**src/rtl/lab3_pkg.sv**
```systemverilog
`default_nettype none
//------------------------------------------------------------------------------
// lab3_pkg : screen geometry, stream widths and sequencer state codes  (rev 1.0)
//------------------------------------------------------------------------------
package lab3_pkg;

    localparam int SCREEN_W = 160;
    localparam int SCREEN_H = 120;
    localparam int X_W      = 8;
    localparam int Y_W      = 7;
    localparam int COLOUR_W = 3;
    localparam int CNT_W    = 15;
    localparam int STATE_W  = 3;

    localparam logic [CNT_W-1:0] CNT_MAX = 15'h7FFF;

    typedef logic [STATE_W-1:0] state_t;

    localparam state_t ST_IDLE      = 3'd0;
    localparam state_t ST_FILL_RUN  = 3'd1;
    localparam state_t ST_FILL_REL  = 3'd2;
    localparam state_t ST_SHAPE_RUN = 3'd3;
    localparam state_t ST_SHAPE_REL = 3'd4;
    localparam state_t ST_DONE      = 3'd5;

endpackage
`default_nettype wire

```
**src/rtl/plot_clip.sv**
```systemverilog
`default_nettype none
//------------------------------------------------------------------------------
// plot_clip : combinational on-screen test for one pixel coordinate  (rev 1.0)
//------------------------------------------------------------------------------
module plot_clip
    import lab3_pkg::*;
(
    input  logic [X_W-1:0] x,
    input  logic [Y_W-1:0] y,
    output logic           on_screen
);

    localparam logic [X_W-1:0] X_MAX = X_W'(SCREEN_W - 1);
    localparam logic [Y_W-1:0] Y_MAX = Y_W'(SCREEN_H - 1);

    assign on_screen = (x <= X_MAX) && (y <= Y_MAX);

endmodule
`default_nettype wire

```
**src/rtl/plot_sequencer.sv**
```systemverilog
`default_nettype none
//------------------------------------------------------------------------------
// plot_sequencer : runs fill then shape engine, muxes and clips their plots  (rev 1.0)
//------------------------------------------------------------------------------
module plot_sequencer
    import lab3_pkg::*;
#(
    parameter bit CLEAR_FIRST = 1'b1
) (
    input  logic                clk,
    input  logic                rst_n,
    input  logic                start,
    output logic                done,
    output logic                fill_start,
    input  logic                fill_done,
    input  logic [X_W-1:0]      fill_x,
    input  logic [Y_W-1:0]      fill_y,
    input  logic [COLOUR_W-1:0] fill_colour,
    input  logic                fill_plot,
    output logic                shape_start,
    input  logic                shape_done,
    input  logic [X_W-1:0]      shape_x,
    input  logic [Y_W-1:0]      shape_y,
    input  logic [COLOUR_W-1:0] shape_colour,
    input  logic                shape_plot,
    output logic [X_W-1:0]      vga_x,
    output logic [Y_W-1:0]      vga_y,
    output logic [COLOUR_W-1:0] vga_colour,
    output logic                vga_plot,
    output logic [CNT_W-1:0]    plot_count
);

    state_t                r_state;
    state_t                w_state_nxt;
    logic                  r_done;
    logic                  r_fill_start;
    logic                  r_shape_start;
    logic [X_W-1:0]        r_vga_x;
    logic [Y_W-1:0]        r_vga_y;
    logic [COLOUR_W-1:0]   r_vga_colour;
    logic                  r_vga_plot;
    logic [CNT_W-1:0]      r_count;

    logic                  w_sel_fill;
    logic                  w_sel_shape;
    logic [X_W-1:0]        w_pix_x;
    logic [Y_W-1:0]        w_pix_y;
    logic [COLOUR_W-1:0]   w_pix_colour;
    logic                  w_pix_plot;
    logic                  w_on_screen;
    logic                  w_accept;
    logic                  w_seq_begin;

    always_comb begin
        w_state_nxt = r_state;
        case (r_state)
            ST_IDLE:      if (start)       w_state_nxt = CLEAR_FIRST ? ST_FILL_RUN : ST_SHAPE_RUN;
            ST_FILL_RUN:  if (fill_done)   w_state_nxt = ST_FILL_REL;
            ST_FILL_REL:  if (!fill_done)  w_state_nxt = ST_SHAPE_RUN;
            ST_SHAPE_RUN: if (shape_done)  w_state_nxt = ST_SHAPE_REL;
            ST_SHAPE_REL: if (!shape_done) w_state_nxt = ST_DONE;
            ST_DONE:      if (!start)      w_state_nxt = ST_IDLE;
            default:                       w_state_nxt = ST_IDLE;
        endcase
    end

    // Handshake outputs are decoded from the next state so the engines see clean flops.
    always_ff @(posedge clk) begin
        if (!rst_n) begin
            r_state       <= ST_IDLE;
            r_fill_start  <= 1'b0;
            r_shape_start <= 1'b0;
            r_done        <= 1'b0;
        end else begin
            r_state       <= w_state_nxt;
            r_fill_start  <= (w_state_nxt == ST_FILL_RUN);
            r_shape_start <= (w_state_nxt == ST_SHAPE_RUN);
            r_done        <= (w_state_nxt == ST_DONE);
        end
    end

    assign w_sel_fill  = (r_state == ST_FILL_RUN);
    assign w_sel_shape = (r_state == ST_SHAPE_RUN);
    assign w_seq_begin = (r_state == ST_IDLE) && start;

    always_comb begin
        w_pix_x      = fill_x;
        w_pix_y      = fill_y;
        w_pix_colour = fill_colour;
        w_pix_plot   = 1'b0;
        if (w_sel_fill) begin
            w_pix_plot   = fill_plot;
        end else if (w_sel_shape) begin
            w_pix_x      = shape_x;
            w_pix_y      = shape_y;
            w_pix_colour = shape_colour;
            w_pix_plot   = shape_plot;
        end
    end

    plot_clip u_clip (
        .x         (w_pix_x),
        .y         (w_pix_y),
        .on_screen (w_on_screen)
    );

    assign w_accept = w_pix_plot && w_on_screen;

    always_ff @(posedge clk) begin
        if (!rst_n) begin
            r_vga_x      <= '0;
            r_vga_y      <= '0;
            r_vga_colour <= '0;
            r_vga_plot   <= 1'b0;
        end else begin
            r_vga_plot <= w_accept;
            if (w_sel_fill || w_sel_shape) begin
                r_vga_x      <= w_pix_x;
                r_vga_y      <= w_pix_y;
                r_vga_colour <= w_pix_colour;
            end
        end
    end

    // Count survives DONE/IDLE so the caller can read it after the sequence.
    always_ff @(posedge clk) begin
        if (!rst_n) begin
            r_count <= '0;
        end else if (w_seq_begin) begin
            r_count <= '0;
        end else if (w_accept && (r_count != CNT_MAX)) begin
            r_count <= r_count + 1'b1;
        end
    end

    assign done        = r_done;
    assign fill_start  = r_fill_start;
    assign shape_start = r_shape_start;
    assign vga_x       = r_vga_x;
    assign vga_y       = r_vga_y;
    assign vga_colour  = r_vga_colour;
    assign vga_plot    = r_vga_plot;
    assign plot_count  = r_count;

endmodule
`default_nettype wire

```
**config.mk**
```make
export PLATFORM = sky130hd
export DESIGN_NAME = plot_sequencer
export DESIGN_NICKNAME = d
export VERILOG_FILES = /design/src/rtl/lab3_pkg.sv /design/src/rtl/plot_clip.sv /design/src/rtl/plot_sequencer.sv
export SDC_FILE = /design/constraint.sdc
export NUM_CORES = 1
export LEC_CHECK = 0
export ABC_AREA = 1
export BUFFER_PORTS_ARGS = -buffer_cell sky130_fd_sc_hd__buf_2
export CAP_MARGIN = 10
export CORE_UTILIZATION = 30
export DETAILED_ROUTE_END_ITERATION = 16
export PLACE_DENSITY = 0.6
export SLEW_MARGIN = 20
export SYNTH_ARGS = -nofsm -noshare
export SYNTH_HDL_FRONTEND = slang
export SYNTH_SLANG_ARGS = --single-unit
```
**constraint.sdc**
```tcl
create_clock -name clk -period 4 [get_ports clk]
set_input_delay 0.4 -clock clk [delete_from_list [all_inputs] [get_ports clk]]
set_output_delay 0.4 -clock clk [all_outputs]
set_load 0.05 [all_outputs]
```
==> run_results.csv, run 1 <==
group,metric,value,unit
critical_path,cp_slowest_cell,"dfxtp_1",
synthesis,synth-async-reset-ratio,0,%
cts,cts.sinks,40,
critical_path,critPathMaxFanout,17,
cts,clk_latency,0.29,ns
cts,cts_tree,"yes",
global_routing,grt_pass1_vias,1989,
detailed_routing,wl,5210,um
cts,path_clk_slew,0.08,ns
critical_path,critical_path_class,"reg2reg",
synthesis,yosysSeqAreaShare,38.9,%
detailed_routing,vias_per_cell,4.74,
global_routing,antenna_found_initial,0,
synthesis,synth_most_common_cell,"nand2_1",
global_routing,groute.usage.overall,15.1,%
cells_and_area,fin_util,40.8,%
status,outcome,"finished with violations",
synthesis,yosys.area.top_type,"dfxtp_1",
timing,rsz0062_at_grt,"no",
placement,portBuffers,79,
cts,cts.repair.resized,0,
cts,postCtsSetupRepairBufs,0,
cells_and_area,drive_gt1_share,25.2,%
cells_and_area,diodes,0,
critical_path,max_stage_delay,0.47,ns
detailed_routing,remaining_drc_errors,2,
synthesis,ys_top_cells_by_area,"dfxtp_1, nand2_1, nand4_1, inv_1, nor2_1",
timing,fmax,0.411,GHz
cts,htreeDepth,2,
timing,slew_headroom,45.2,%
cells_and_area,fin_nets,424,
synthesis,avgSynthCellArea,6.76,um2
cts,root_buffer,"clkbuf_8",
global_routing,grt_pass1_wl,8850,um
power_and_ir_drop,power_density,398,nW/um2
cells_and_area,fin_cells,458,
synthesis,synth_nets,349,
cts,cts_hold_buffers,0,
timing,worstMarginPinSlew,0.818,ns
floorplanning,die-area,7200,um2
power_and_ir_drop,p_leak,1.25,nW
synthesis,syn_area,2060,um2
synthesis,yosys_warnings,0,
floorplanning,design.core.area,6490,um2
placement,dp_hpwl,3900,um
critical_path,start_kind,"register",
hold_path,worstHoldPathType,"in2reg",
synthesis,synth_top_area_share,38.9,%
timing,fin_crit_sh,60.8,%
synthesis,synth_edf_count,0,
synthesis,postSynthCellCount,305,
timing,whs,0.365,ns
global_routing,grt_max_degree,18,
critical_path,path_cells,"nand2_1 -> nor2_1 -> buf_4 -> a21oi_1 -> a21oi_4 -> nand3_2 -> nand2_1 -> a21oi_1",
synthesis,ys_seq_elements,40,
synthesis,synth_common_cells,"nand2_1, dfxtp_1, inv_1, nor2_1, nand4_1",
timing,setup_viol,0,
timing,setup_tns,0,ns
critical_path,arrival,2.58,ns
detailed_routing,wl_per_cell,11.4,um
floorplanning,die_h,84.9,um
critical_path,worstSetupEndpointType,"register",
cts,clock_path_buffers,2,
floorplanning,rows,29,
placement,gp_congestion,0.841,
cells_and_area,area_growth_syn_to_layout,28.6,%
floorplanning,start_util,31.7,%
cts,cts_buffers,5,
timing,min_period,2.43,ns
timing,hold_viol_final,0,
power_and_ir_drop,p_total,1.05,mW
cells_and_area,nFillCells,679,
power_and_ir_drop,vdd_drop_max,200,uV
run,cap_violations,0,
detailed_routing,drtIter0Drc,110,
floorplanning,fp.dieW,84.9,um
global_routing,overflow,0,
floorplanning,io_pins,80,
placement,place_inst,450,
timing,maxSlewViolCount,0,
status,violations,"DRC",
critical_path,worstPathRequired,4.14,ns
synthesis,ys.flop_type,"dfxtp_1",
synthesis,netlist-cell-type-count,30,
detailed_routing,firstDrtPassIters,12,
detailed_routing,ant_nets,0,
detailed_routing,via_count,2173,
timing,skew,0.00825,ns
-- where the power goes --
part	leakage [nW]	internal, mW	switching (mW)
sequential	0.325	0.417	0.0122
combinational	0.848	0.0491	0.124
clock	0.0784	0.312	0.139
total	1.25	0.778	0.276
-- sequential cells by signal, summed over array words and instances (netlist names) --
signal	count
shape_start	1
vga_colour	3
plot_count	15
fill_start	1
r_state	3
vga_x	8
vga_plot	1
done	1
vga_y	7
-- placed cells by master (no fill, tap or decap), drive strengths merged, types with 3 or more instances in the layout --
cell type,Yosys,layout
nand4,22,22
inv,37,37
xor2,4,4
dfxtp,40,40
clkbuf,6,5
bufinv,0,3
o211ai,6,6
a21oi,18,18
buf,6,80
nand2,104,104
nand3,11,11
o21ai,6,6
xnor2,3,3
nor2,27,27
a31oi,9,9
-- metal layers --
metal | GRT usage, % | routed length [um] | part of all wire [%] | vias up
met4 | 4.47 | 18 | 0.35 | 0
met5 | 0 | 0 | 0 | -
li1 | - | - | - | 1144
met1 | 19.0 | 2370 | 46 | 955
met2 | 25.5 | 2450 | 47 | 72
met3 | 3.89 | 374 | 7.2 | 2
-- cells by family after synthesis --
| kind of cell | after synthesis | share of synthesized area (%) |
|---|---|---|
| AOI/OAI and AO/OA | 43 | 12.8 |
| and+or+nand+nor | 165 | 34.7 |
| DFF | 40 | 38.9 |
| xor gates and xnor gates | 7 | 2.98 |
| adders and majority gates | 1 | 0.607 |
| buffers and inverters | 49 | 10.1 |
-- critical path, delay by kind of cell, from the launching register on --
family,cells,cell delay (ns)
AO/OA/AOI/OAI,3,0.60
AND/OR/NAND/NOR,4,1.02
flip-flops,1,0.47
buffers and inverters,1,0.21
-- final cells by class --
class	instances	area (um2)	share of cell area, %
flip-flops and latches	40	801	30.2
multi-input cells	216	1050	39.7
repair buffers	80	403	15.2
clock inverters	3	90.1	3.40
inverters	37	139	5.24
clock buffers	5	68.8	2.60
well taps	77	96.3	3.64
-- final timing paths --
kind	startpoint	endpoint	slack, ns	cells after the start
hold reg to reg	plot_count[14]	plot_count[14]	0.49	2
setup / recovery	r_state[0]	plot_count[8]	1.57	8
hold / removal	fill_x[2]	vga_x[2]	0.36	3
setup reg to reg	r_state[0]	plot_count[8]	1.57	8
-- metrics by stage --
step           cell area (um2)  worst slack (ns)
5_1_grt                   2650              1.25
3_5_place_dp              2490              1.58
3_3_place_gp              2490              1.63
6_report                  2650              1.57
4_1_cts                   2650              1.55
2_1_floorplan             2060              1.85
Power figures use the tool's default switching activity.
==> run 2: changes to the inputs <==
- ABC_AREA: 1 -> 0
- PLACE_DENSITY: 0.6 -> 0.62
- clock period: 4 -> 2.1 ns (I/O delays scaled with it)
==> run_results.csv, run 2 <==
group,metric,value,unit
timing,fin_crit_sh,91.3,%
critical_path,worstPathRequired,2.32,ns
global_routing,overflow,0,
synthesis,netlist-cell-type-count,37,
synthesis,synth-async-reset-ratio,0,%
synthesis,synthAdderAreaFrac,0.641,%
synthesis,synth_nets,268,
hold_path,worstHoldPathType,"in2reg",
floorplanning,rows,29,
critical_path,regToRegStartpoint,"plot_count[0]",
critical_path,worstSetupEndpointType,"register",
critical_path,start_kind,"register",
critical_path,r2r_slack,0.18,ns
synthesis,synthMuxAreaShare,9.22,%
global_routing,grt_max_degree,37,
synthesis,synthXorXnorAreaFrac,0,%
synthesis,yosys.area_share.simple,22.6,%
cts,clk_latency,0.29,ns
detailed_routing,firstDrtPassIters,4,
synthesis,synth_compound_area_share,21.3,%
timing,maxSlewViolCount,0,
floorplanning,die-area,6840,um2
cts,cts_hold_buffers,0,
status,outcome,"finished, final reports clean",
synthesis,yosysSeqAreaShare,41.0,%
cells_and_area,largest_register_ffs,15,
cells_and_area,diodes,0,
power_and_ir_drop,power_density,746,nW/um2
synthesis,synth_edf_count,0,
cells_and_area,fin_nets,345,
detailed_routing,vias_per_cell,5.12,
placement,dp_hpwl,3500,um
power_and_ir_drop,vdd_drop_max,306,uV
cts,postCtsSetupRepairBufs,0,
synthesis,avgSynthCellArea,8.72,um2
timing,rsz0062_at_grt,"no",
critical_path,critical_path_class,"reg2reg",
synthesis,ys.flop_type,"dfxtp_1",
cells_and_area,layout_common_cells,"buf_2, dfxtp_1, nor2_1",
run,cap_violations,0,
placement,portBuffers,79,
synthesis,yosys_warnings,0,
timing,fmax,0.521,GHz
global_routing,grt_pass1_vias,1613,
synthesis,syn_area,1950,um2
cells_and_area,multi_input_area,1050,um2
synthesis,synth_most_common_cell,"dfxtp_1",
detailed_routing,wl_per_cell,12.5,um
detailed_routing,drtIter0Drc,107,
synthesis,synth_top_area_share,41.0,%
synthesis,postSynthCellCount,224,
cts,clock_path_buffers,2,
synthesis,synth_top_family_by_area,"simple AND/OR/NAND/NOR gates",
detailed_routing,wl,4750,um
cts,cts_buffers,5,
critical_path,r2r_cells,5,
synthesis,yosys.area.top_type,"dfxtp_1",
synthesis,ys_seq_elements,40,
cells_and_area,fin_util,40.2,%
timing,worstMarginPinSlew,0.507,ns
timing,slew_headroom,66.2,%
cells_and_area,ff_latch_area,802,um2
placement,gp_congestion,0.774,
critical_path,arrival,2.14,ns
synthesis,synth_common_cells,"dfxtp_1, nor2_1, a211oi_1, mux2i_1, a21oi_1",
cts,cts_tree,"yes",
global_routing,antenna_found_initial,0,
critical_path,cp-endpoint,"plot_count[10]",
cells_and_area,nFillCells,668,
timing,hold_viol_final,0,
cts,path_clk_slew,0.08,ns
cts,root_buffer,"clkbuf_8",
cells_and_area,drive_gt1_share,33.1,%
cts,cts.sinks,40,
cts,htreeDepth,2,
cells_and_area,mostFrequentLayoutCell,"buf_2",
floorplanning,io_pins,80,
floorplanning,die_h,82.7,um
floorplanning,design.core.area,6310,um2
global_routing,groute.usage.overall,13.8,%
timing,setup_viol,0,
timing,min_period,1.92,ns
critical_path,critPathMaxFanout,18,
power_and_ir_drop,p_leak,1.04,nW
detailed_routing,ant_nets,0,
synthesis,ys_top_cells_by_area,"dfxtp_1, mux2i_1, a211oi_1, nor2_1, a21oi_1",
global_routing,grt_pass1_wl,7220,um
critical_path,startpoint,"plot_count[0]",
cells_and_area,area_growth_syn_to_layout,30.0,%
critical_path,worstReg2RegEnd,"plot_count[10]",
detailed_routing,remaining_drc_errors,0,
timing,skew,0.00571,ns
detailed_routing,via_count,1940,
floorplanning,fp.dieW,82.7,um
floorplanning,start_util,30.9,%
timing,setup_tns,0,ns
[run 2: cells by family (layout without fill, tap and decap cells)]
logic type               Yosys count  count (layout)
AO/OA/AOI/OAI                     63              63
adder cells (fa/ha/maj)            1               1
buffers and inverters             20              98
flip-flops                        40              40
multiplexers                      18              18
AND/OR/NAND/NOR                   82              82
[run 2: cell type report]
| type | instances | share of cell area (%) |
|---|---|---|
| clock inverter | 3 | 1.67 |
| clock buffer | 5 | 2.71 |
| multi-input combinational | 164 | 41.4 |
| timing repair buffer | 87 | 18.4 |
| inverter | 3 | 0.443 |
| tap | 77 | 3.79 |
| sequential | 40 | 31.6 |
[run 2: routing by layer]
| metal | track usage [%] | vias up | wire, um |
|---|---|---|---|
| li1 | - | 1001 | - |
| met1 | 17.3 | 879 | 2210 |
| met2 | 22.3 | 53 | 2180 |
| met3 | 3.08 | 7 | 275 |
| met4 | 6.72 | 0 | 84 |
| met5 | 0 | - | 0 |
[run 2: metrics by stage]
| step | power, mW | hold WS, ns | cells | area (um2) | setup slack, ns |
|---|---|---|---|---|---|
| final | 1.89 | 0.175 | 379 | 2540 | 0.182 |
| after floorplan | 1.18 | 0.332 | 224 | 1950 | 0.0406 |
| after detailed placement | 1.30 | 0.476 | 371 | 2430 | 0.160 |
| after global placement | 1.30 | 0.471 | 371 | 2430 | 0.234 |
| after CTS | 1.93 | 0.163 | 379 | 2540 | 0.115 |
| after global routing | 2.01 | 0.179 | 379 | 2540 | 0.0377 |
[run 2: how the worst min path moves through the flow]
stage | from | end | depth (start not counted)
floorplan | rst_n | r_state[2] | 1
global placement | plot_count[14] | plot_count[14] | 1
detailed placement | rst_n | r_state[2] | 2
CTS | rst_n | r_state[2] | 2
global route | rst_n | r_state[2] | 2
finish | rst_n | r_state[2] | 2
[run 2: report_power, final]
part	internal, mW	switching (mW)	total, mW
logic	0.144	0.306	0.450
registers	0.806	0.0240	0.830
clock network	0.351	0.263	0.614
total	1.30	0.592	1.89
[run 2: repair_timing]
item	in CTS	in global routing
endpoints found under the hold margin	0	0
resized for setup	0	1
setup endpoints to repair	0	1
[run 2: critical path, cell delays in order (launching register included)]
cell     delay [ns]
dfxtp_1        0.34
ha_1           0.25
and3_1         0.23
and4_1         0.36
or4_1          0.53
a21oi_1        0.15
